File: config.mk
export PLATFORM = sky130hd
export DESIGN_NAME = model_matrix_fixed_divider_sequencer
export DESIGN_NICKNAME = d
export VERILOG_FILES = /design/src/rtl/model_matrix_fixed_divider_sequencer.sv
export SDC_FILE = /design/constraint.sdc
export NUM_CORES = 1
export LEC_CHECK = 0
export CORE_MARGIN = 5
export CORE_UTILIZATION = 35
export DETAILED_ROUTE_END_ITERATION = 8
export SYNTH_ARGS = -nofsm -noshare
export SYNTH_HDL_FRONTEND = slang
export SYNTH_SLANG_ARGS = --single-unit
File: constraint.sdc
create_clock -name CLK -period 6.9 [get_ports CLK]
set_input_delay 1.725 -clock CLK [delete_from_list [all_inputs] [get_ports CLK]]
set_output_delay 1.725 -clock CLK [all_outputs]
set_load 0.005 [all_outputs]
File: src/rtl/model_matrix_fixed_divider_sequencer.sv
// Row-by-row sequencer that feeds an I x J element-wise division through one shared
// vector divider and forwards its quotients downstream with row/element strobes.
module model_matrix_fixed_divider_sequencer #(
   parameter int DATA_SIZE    = 64,
   parameter int CONTROL_SIZE = 64
) (
   input  logic                 CLK,
   input  logic                 RST,
   input  logic                 START,
   output logic                 READY,
   input  logic [DATA_SIZE-1:0] SIZE_I_IN,
   input  logic [DATA_SIZE-1:0] SIZE_J_IN,
   output logic                 DATA_IN_REQUEST,
   input  logic                 DATA_IN_ENABLE,
   input  logic [DATA_SIZE-1:0] DATA_A_IN,
   input  logic [DATA_SIZE-1:0] DATA_B_IN,
   output logic                 DATA_OUT_I_ENABLE,
   output logic                 DATA_OUT_J_ENABLE,
   output logic [DATA_SIZE-1:0] DATA_OUT,
   output logic                 VECTOR_START,
   input  logic                 VECTOR_READY,
   output logic                 VECTOR_DATA_A_IN_ENABLE,
   output logic                 VECTOR_DATA_B_IN_ENABLE,
   input  logic                 VECTOR_DATA_OUT_ENABLE,
   output logic [DATA_SIZE-1:0] VECTOR_SIZE_IN,
   output logic [DATA_SIZE-1:0] VECTOR_DATA_A_IN,
   output logic [DATA_SIZE-1:0] VECTOR_DATA_B_IN,
   input  logic [DATA_SIZE-1:0] VECTOR_DATA_OUT
);

   typedef enum logic [2:0] {
      S_IDLE,
      S_ROW_START,
      S_FEED,
      S_WAIT,
      S_ENDER
   } state_t;

   localparam logic [CONTROL_SIZE-1:0] CTL_ONE = {{(CONTROL_SIZE-1){1'b0}}, 1'b1};

   // Sizes are unsigned; zero-extend or truncate them to the counter width.
   function automatic logic [CONTROL_SIZE-1:0] to_control(input logic [DATA_SIZE-1:0] value);
      logic [CONTROL_SIZE-1:0] result;
      result = '0;
      for (int k = 0; k < CONTROL_SIZE && k < DATA_SIZE; k++) begin
         result[k] = value[k];
      end
      return result;
   endfunction

   state_t                  state;
   logic [CONTROL_SIZE-1:0] size_i;
   logic [CONTROL_SIZE-1:0] size_j;
   logic [CONTROL_SIZE-1:0] index_i;
   logic [CONTROL_SIZE-1:0] index_j;
   logic [CONTROL_SIZE-1:0] out_j;
   logic [CONTROL_SIZE-1:0] size_i_in;
   logic [CONTROL_SIZE-1:0] size_j_in;
   logic [CONTROL_SIZE-1:0] last_i;
   logic [CONTROL_SIZE-1:0] last_j;
   logic                    start_accept;
   logic                    zero_size;

   assign size_i_in    = to_control(SIZE_I_IN);
   assign size_j_in    = to_control(SIZE_J_IN);
   assign last_i       = size_i - CTL_ONE;
   assign last_j       = size_j - CTL_ONE;
   assign start_accept = (state == S_IDLE) && START;
   assign zero_size    = (size_i_in == '0) || (size_j_in == '0);

   // Every output is registered and set on the transition into the state that owns it,
   // so each strobe lands exactly one cycle after the event that caused it.
   always_ff @(posedge CLK) begin
      // NOTE: state registers take <= so every process sees pre-edge values; = here would race.
      if (RST) begin
         state                   <= S_IDLE;
         size_i                  <= '0;
         size_j                  <= '0;
         index_i                 <= '0;
         index_j                 <= '0;
         READY                   <= 1'b0;
         DATA_IN_REQUEST         <= 1'b0;
         VECTOR_START            <= 1'b0;
         VECTOR_SIZE_IN          <= '0;
         VECTOR_DATA_A_IN_ENABLE <= 1'b0;
         VECTOR_DATA_B_IN_ENABLE <= 1'b0;
         VECTOR_DATA_A_IN        <= '0;
         VECTOR_DATA_B_IN        <= '0;
      end else begin
         // NOTE: pulse outputs default low each cycle; only the branch that fires raises them.
         READY                   <= 1'b0;
         VECTOR_START            <= 1'b0;
         VECTOR_DATA_A_IN_ENABLE <= 1'b0;
         VECTOR_DATA_B_IN_ENABLE <= 1'b0;

         case (state)
            S_IDLE: begin
               if (START) begin
                  size_i         <= size_i_in;
                  size_j         <= size_j_in;
                  VECTOR_SIZE_IN <= SIZE_J_IN;
                  index_i        <= '0;
                  if (zero_size) begin
                     state <= S_ENDER;
                     READY <= 1'b1;
                  end else begin
                     state        <= S_ROW_START;
                     VECTOR_START <= 1'b1;
                  end
               end
            end

            S_ROW_START: begin
               index_j         <= '0;
               DATA_IN_REQUEST <= 1'b1;
               state           <= S_FEED;
            end

            S_FEED: begin
               if (DATA_IN_ENABLE) begin
                  VECTOR_DATA_A_IN        <= DATA_A_IN;
                  VECTOR_DATA_B_IN        <= DATA_B_IN;
                  VECTOR_DATA_A_IN_ENABLE <= 1'b1;
                  VECTOR_DATA_B_IN_ENABLE <= 1'b1;
                  if (index_j == last_j) begin
                     DATA_IN_REQUEST <= 1'b0;
                     state           <= S_WAIT;
                  end else begin
                     index_j <= index_j + CTL_ONE;
                  end
               end
            end

            S_WAIT: begin
               if (VECTOR_READY) begin
                  if (index_i == last_i) begin
                     state <= S_ENDER;
                     READY <= 1'b1;
                  end else begin
                     index_i      <= index_i + CTL_ONE;
                     state        <= S_ROW_START;
                     VECTOR_START <= 1'b1;
                  end
               end
            end

            S_ENDER: state <= S_IDLE;

            default: state <= S_IDLE;
         endcase
      end
   end

   // Result forwarding follows the divider alone, whatever the FSM is doing.
   always_ff @(posedge CLK) begin
      if (RST) begin
         DATA_OUT          <= '0;
         DATA_OUT_I_ENABLE <= 1'b0;
         DATA_OUT_J_ENABLE <= 1'b0;
         out_j             <= '0;
      end else begin
         DATA_OUT_J_ENABLE <= VECTOR_DATA_OUT_ENABLE;
         DATA_OUT_I_ENABLE <= VECTOR_DATA_OUT_ENABLE && (out_j == '0);
         if (VECTOR_DATA_OUT_ENABLE) begin
            DATA_OUT <= VECTOR_DATA_OUT;
            out_j    <= (out_j == last_j) ? '0 : out_j + CTL_ONE;
         end
         if (start_accept) begin
            out_j <= '0;
         end
      end
   end

endmodule

# == Yosys cells after proc, flatten, opt, wreduce, memory -nomap -nowiden ==
# Index checks and enable logic that the tools add are counted.
# word_totals
ff_bits,521
out_inout_bits,263
elab_cells,79
# classes
add_sub_neg,5
eq_ne,12
mux,29
bitwise_logic,1
reduce_logical,17
# ops
op,n
2-to-1 mux 64 bit,6
one-hot mux 64 bit (2 select lines),2
"adder 64 x 1 -> 64 bit, second input constant",3
== test 64 bit,3
logical NOT 64 bit,3
"subtractor 64 x 1 -> 64 bit, second input constant",2
2-to-1 mux 3 bit,6
"!= test 2 bit, second input constant",6
one-hot mux 3 bit (4 select lines),1
2-to-1 mux 1 bit,11
AND reduction 4 bit,2
"== test 3 x 2 -> 1 bit, second input constant",2
one-hot mux 1 bit (2 select lines),3
AND reduction 3 bit,2
AND reduction 2 bit,2
nonzero test 2 bit,2
OR reduction 2 bit,2
"== test 3 x 1 -> 1 bit, second input constant",1
logical NOT 3 bit,1
logical AND 1 bit,2
logical OR 1 bit,1
inverter 1 bit,1

# == Logic depth before layout (Yosys ltp) ==
# logic_depth
word_depth,5
mapped_depth,18

# == Least setup slack after synthesis ==
# No wires, ideal clock.
# synth_timing
path_type,input port to flip-flop
startpoint,in VECTOR_DATA_OUT_ENABLE
endpoint,reg out_j[61]
arrival_ps,3946
path_slack_ps,2837
stages,14
cell_sequence,clkbuf_1 > and4_1 > clkbuf_1 > nand4_1 > nor2_1 > and3_1 > and2_1 > clkbuf_1 > and2_1 > nand2_1 > nor2_1 > nand4_1 > xor2_1 > nor2_1
# synth_rtl
element,line,text
from (decl),24,"input logic VECTOR_DATA_OUT_ENABLE,"
to (signal assigned),166,out_j <= (out_j == last_j) ? '0 : out_j + CTL_ONE;
to (decl),56,logic [CONTROL_SIZE-1:0] out_j;

# == Final worst setup path ==
# layout_timing
startpoint,reg size_j[38]
endpoint,reg index_j[35]
# layout_via
elab_chain_len,4
# layout_lines
element,line,text
from (decl),53,logic [CONTROL_SIZE-1:0] size_j;
from (signal assigned),100,size_j <= size_j_in;
subtractor 64 x 1 -> 64 bit,67,assign last_j = size_j - CTL_ONE;
== test 64 bit,125,if (index_j == last_j) begin
!= test 2 bit (no source line),-,
AND reduction 3 bit (no source line),-,
to (signal assigned),129,index_j <= index_j + CTL_ONE;
to (decl),55,logic [CONTROL_SIZE-1:0] index_j;
# Every way passes these cells.
# A chain may end at the register's enable or synchronous reset.

==> flow_summary_export.csv <==
group,metric,value,unit
critical_path,cp-end-kind,"register",
critical_path,critPathSlowestCell,"nor4_1",
drt,avgRoutedWirePerCell,23.4,um
synthesis,synth_cell_types,94,
hold_path,hp-start,"VECTOR_DATA_A_IN[41]",
layout,syn2layout_area_growth,31.0,%
clocking,clock_sinks,521,
layout,fin_nets,4411,
global_routing,antenna_found_initial,15,
layout,multiInputGateArea,0.0168,mm^2
clocking,cts_root_buffer,"clkbuf_16",
synthesis,synth_top_area_share,36.9,%
critical_path,r2r_setup_slack,1.53,ns
synthesis,synth_area_leaders,"dfxtp_1 (37%), nand2_1 (9.3%), a21oi_1 (6.5%), xnor2_1 (6.1%), nor2_1 (3.7%)",
layout,final-seq-area,0.0104,mm^2
synthesis,yosys.area.top_type,"dfxtp_1",
critical_path,r2r-end,"index_j[35]",
power_and_ir_drop,peakVddDrop,187,uV
timing,drv_slew,0,
job,max_cap_violations,0,
critical_path,r2r_start,"size_j[38]",
drt,firstDrtPassIters,5,
floorplan,rows,104,
critical_path,cp_max_fo,92,
synthesis,synth_ff_type,"dfxtp_1",
power_and_ir_drop,power,8.63,mW
critical_path,cp.arrival,5.91,ns
timing,finClkSkew,0.0496,ns
critical_path,cp_slowest_stage_delay,0.89,ns
synthesis,ys_seq_area_share,36.9,%
timing,slew_headroom,19.8,%
floorplan,start_util,35.2,%
place,port_buffers,588,
synthesis,netlist_area,0.0283,mm^2
synthesis,async_reset_ff_share,0,%
global_routing,grt_usage,26.4,%
critical_path,cp.required,7.44,ns
drt,drtIter0Drc,2428,
floorplan,die_h,294,um
global_routing,grt_pass1_vias,27000,
clocking,insertion_delay,0.65,ns
power_and_ir_drop,pwr_density_cell,233,mW/mm^2
floorplan,die_area,0.0867,mm^2
timing,setup_tns,0,ns
clocking,postCtsSetupRepairBufs,0,
synthesis,ys_seq_elements,521,
timing,finalHoldViolCount,0,
status,run_status,"finished, final reports clean",
layout,drive_gt1_share,5.26,%
clocking,cts_resized,0,
clocking,htreeDepth,2,
critical_path,startpoint_type,"register",
drt,drcViolationCount,0,
critical_path,critPathTopFamily,"simple AND/OR/NAND/NOR gates",
global_routing,grt_max_degree,209,
synthesis,synth_edf_count,0,
critical_path,crit_top_cell,"nor4_1",
floorplan,coreArea,0.0804,mm^2
floorplan,io_pins,589,
power_and_ir_drop,power_leakage,12.8,nW
drt,vias,28800,
critical_path,worstRegToRegCells,13,
timing,worst_pin_slew,1.19,ns
clocking,clkTransAtPathRegs,0.06,ns
drt,via_per_inst,5.55,
clocking,cts_inserted_buffers,60,
layout,fillCellCount,8110,
synthesis,syn_inst,3642,
floorplan,fp.dieW,294,um
critical_path,critPathKind,"reg -> reg",
critical_path,critPathBufInv,2,
hold_path,whs_path_depth,2,
critical_path,path_cells,"buf_4, nor2_1, nand3_1, nor4_1, or3b_2, o2111ai_1, or4b_1, nor4_1, and4_1, and2_2, buf_12, o21ai_0, a21oi_1",
clocking,clockBufferDepth,3,
timing,fin_crit_sh,77.8,%
place,hpwl,94400,um
synthesis,avgSynthCellArea,7.77,um^2
timing,setup_viol,0,
timing,max_freq,0.186,GHz
place,gp_congestion,1.04,
timing,grt_setup_unrepaired,"false",
timing,fin_crit,5.37,ns
synthesis,yosysWarnings,0,
drt,totalWireLength,122000,um
hold_path,hold_class,"reg -> reg",
synthesis,synth_nets,3974,
clocking,cts.hold.buffers_added,0,
global_routing,grt_pass1_wl,178000,um
clocking,cts_tree,"built",
hold_path,worstHoldEndpoint,"VECTOR_DATA_A_IN[41]",
drt,ant_nets,0,
global_routing,grt_overflow,0,
## cells by family after synthesis
kind of cell,Yosys count,share of synthesized area [%]
buffers and inverters,289,4.09
multiplexers,101,3.59
flip-flops,521,36.9
XOR/XNOR,315,10.2
adder cells (fa/ha/maj),6,0.265
AO/OA/AOI/OAI,612,12.7
AND/OR/NAND/NOR,1798,32.3
## per-layer routing
layer | vias to the layer above | part of all wire [%] | wire [um] | GRT usage (%)
met2 | 1100 | 47 | 56700 | 43.7
li1 | 13800 | - | - | -
met3 | 222 | 7.9 | 9610 | 6.20
met1 | 13700 | 42 | 50800 | 34.2
met4 | 10 | 3.6 | 4410 | 8.22
met5 | - | 0.056 | 68 | 0
## area by class of cell
type                    count  area share, %
diodes                      6         0.0405
clock buffers              82           4.60
clock inverters            30           1.41
inverters                  41          0.415
multi-input cells        2832           45.2
flip-flops and latches    521           28.1
well taps                1060           3.58
repair buffers            623           16.7
## how the worst max path moves through the flow
stage / from / endpoint / slack, ns / cells past startpoint
final: size_j[38] / index_j[35] / 1.53 / 13
after floorplan: VECTOR_DATA_OUT_ENABLE / out_j[61] / 2.84 / 14
after detailed placement: size_j[19] / out_j[56] / 1.68 / 12
after global placement: DATA_IN_ENABLE / index_j[41] / 1.63 / 9
after global routing: size_j[19] / out_j[44] / 1.18 / 12
after CTS: size_j[19] / out_j[56] / 1.64 / 12
## cells in the final DEF (no fill, tap or decap), drive strengths merged, types with 13 or more instances in the layout
master,instances
a31oi,19
xnor2,197
xor2,108
clkbuf,82
inv,44
nand2b,21
and3,53
or4,67
nand2,701
clkinv,14
nor3b,17
o211ai,13
buf,37
nand4,98
or3,104
nor3,88
and4,29
dfxtp,521
o21ai,82
clkdlybuf4s50,586
and2,17
nor4,134
mux2i,97
nand3,124
nor2,278
o31ai,23
a21oi,367
## where the power goes
group	leakage [nW]	switching [mW]	internal, mW
registers	4.23	0.175	3.12
clock network	1.09	1.38	2.18
logic	7.52	1.02	0.755
total	12.8	2.57	6.06
## Yosys cell counts, types with 8 or more instances
library cell and instances:
nand2_1 701, dfxtp_1 521, a21oi_1 366, nor2_1 278, clkbuf_1 209, xnor2_1 197
nand3_1 123, nor4_1 117, xor2_1 108, or3_1 103, mux2i_1 97, nand4_1 97
nor3_1 80, o21ai_0 79, or4_1 64, and3_1 50, inv_1 41, and4_1 28
buf_2 25, o31ai_1 23, nand2b_1 21, a31oi_1 19, and2_1 17, nor3b_1 15
o211ai_1 13, nor2b_1 12, nand4b_1 10, xnor3_1 10, a211oi_1 9, buf_4 9
nor4_4 9, nor4b_1 9, or2_2 9, nor4_2 8
## worst register-to-register path, stage by stage (launching register included)
cell and delay (ns):
dfxtp_1 0.30, buf_4 0.20, nor2_1 0.56, nand3_1 0.57
nor4_1 0.89, or3b_2 0.26, o2111ai_1 0.17, or4b_1 0.53
nor4_1 0.28, and4_1 0.34, and2_2 0.49, buf_12 0.35
o21ai_0 0.20, a21oi_1 0.16
## through the flow
stage / setup slack [ns] / instances / utilization, % / hold slack (ns) / cell area [um^2]
after CTS: 1.64 / 5189 / 46.1 / 0.454 / 37100
after floorplan: 2.84 / 3642 / - / 0.450 / 28300
after global placement: 1.63 / 5077 / 43.3 / 0.440 / 34800
after detailed placement: 1.68 / 5077 / 43.3 / 0.446 / 34800
final: 1.53 / 5195 / 46.1 / 0.452 / 37100
after global routing: 1.18 / 5189 / 46.1 / 0.469 / 37100
## state kept, by name (all words and copies together), names as in the netlist, 3 cells and up
register	cells
index_i	64
size_j	64
size_i	64
state	3
VECTOR_DATA_A_IN	64
index_j	64
out_j	64
DATA_OUT	64
VECTOR_DATA_B_IN	64
(Power assumes the default switching activity.)
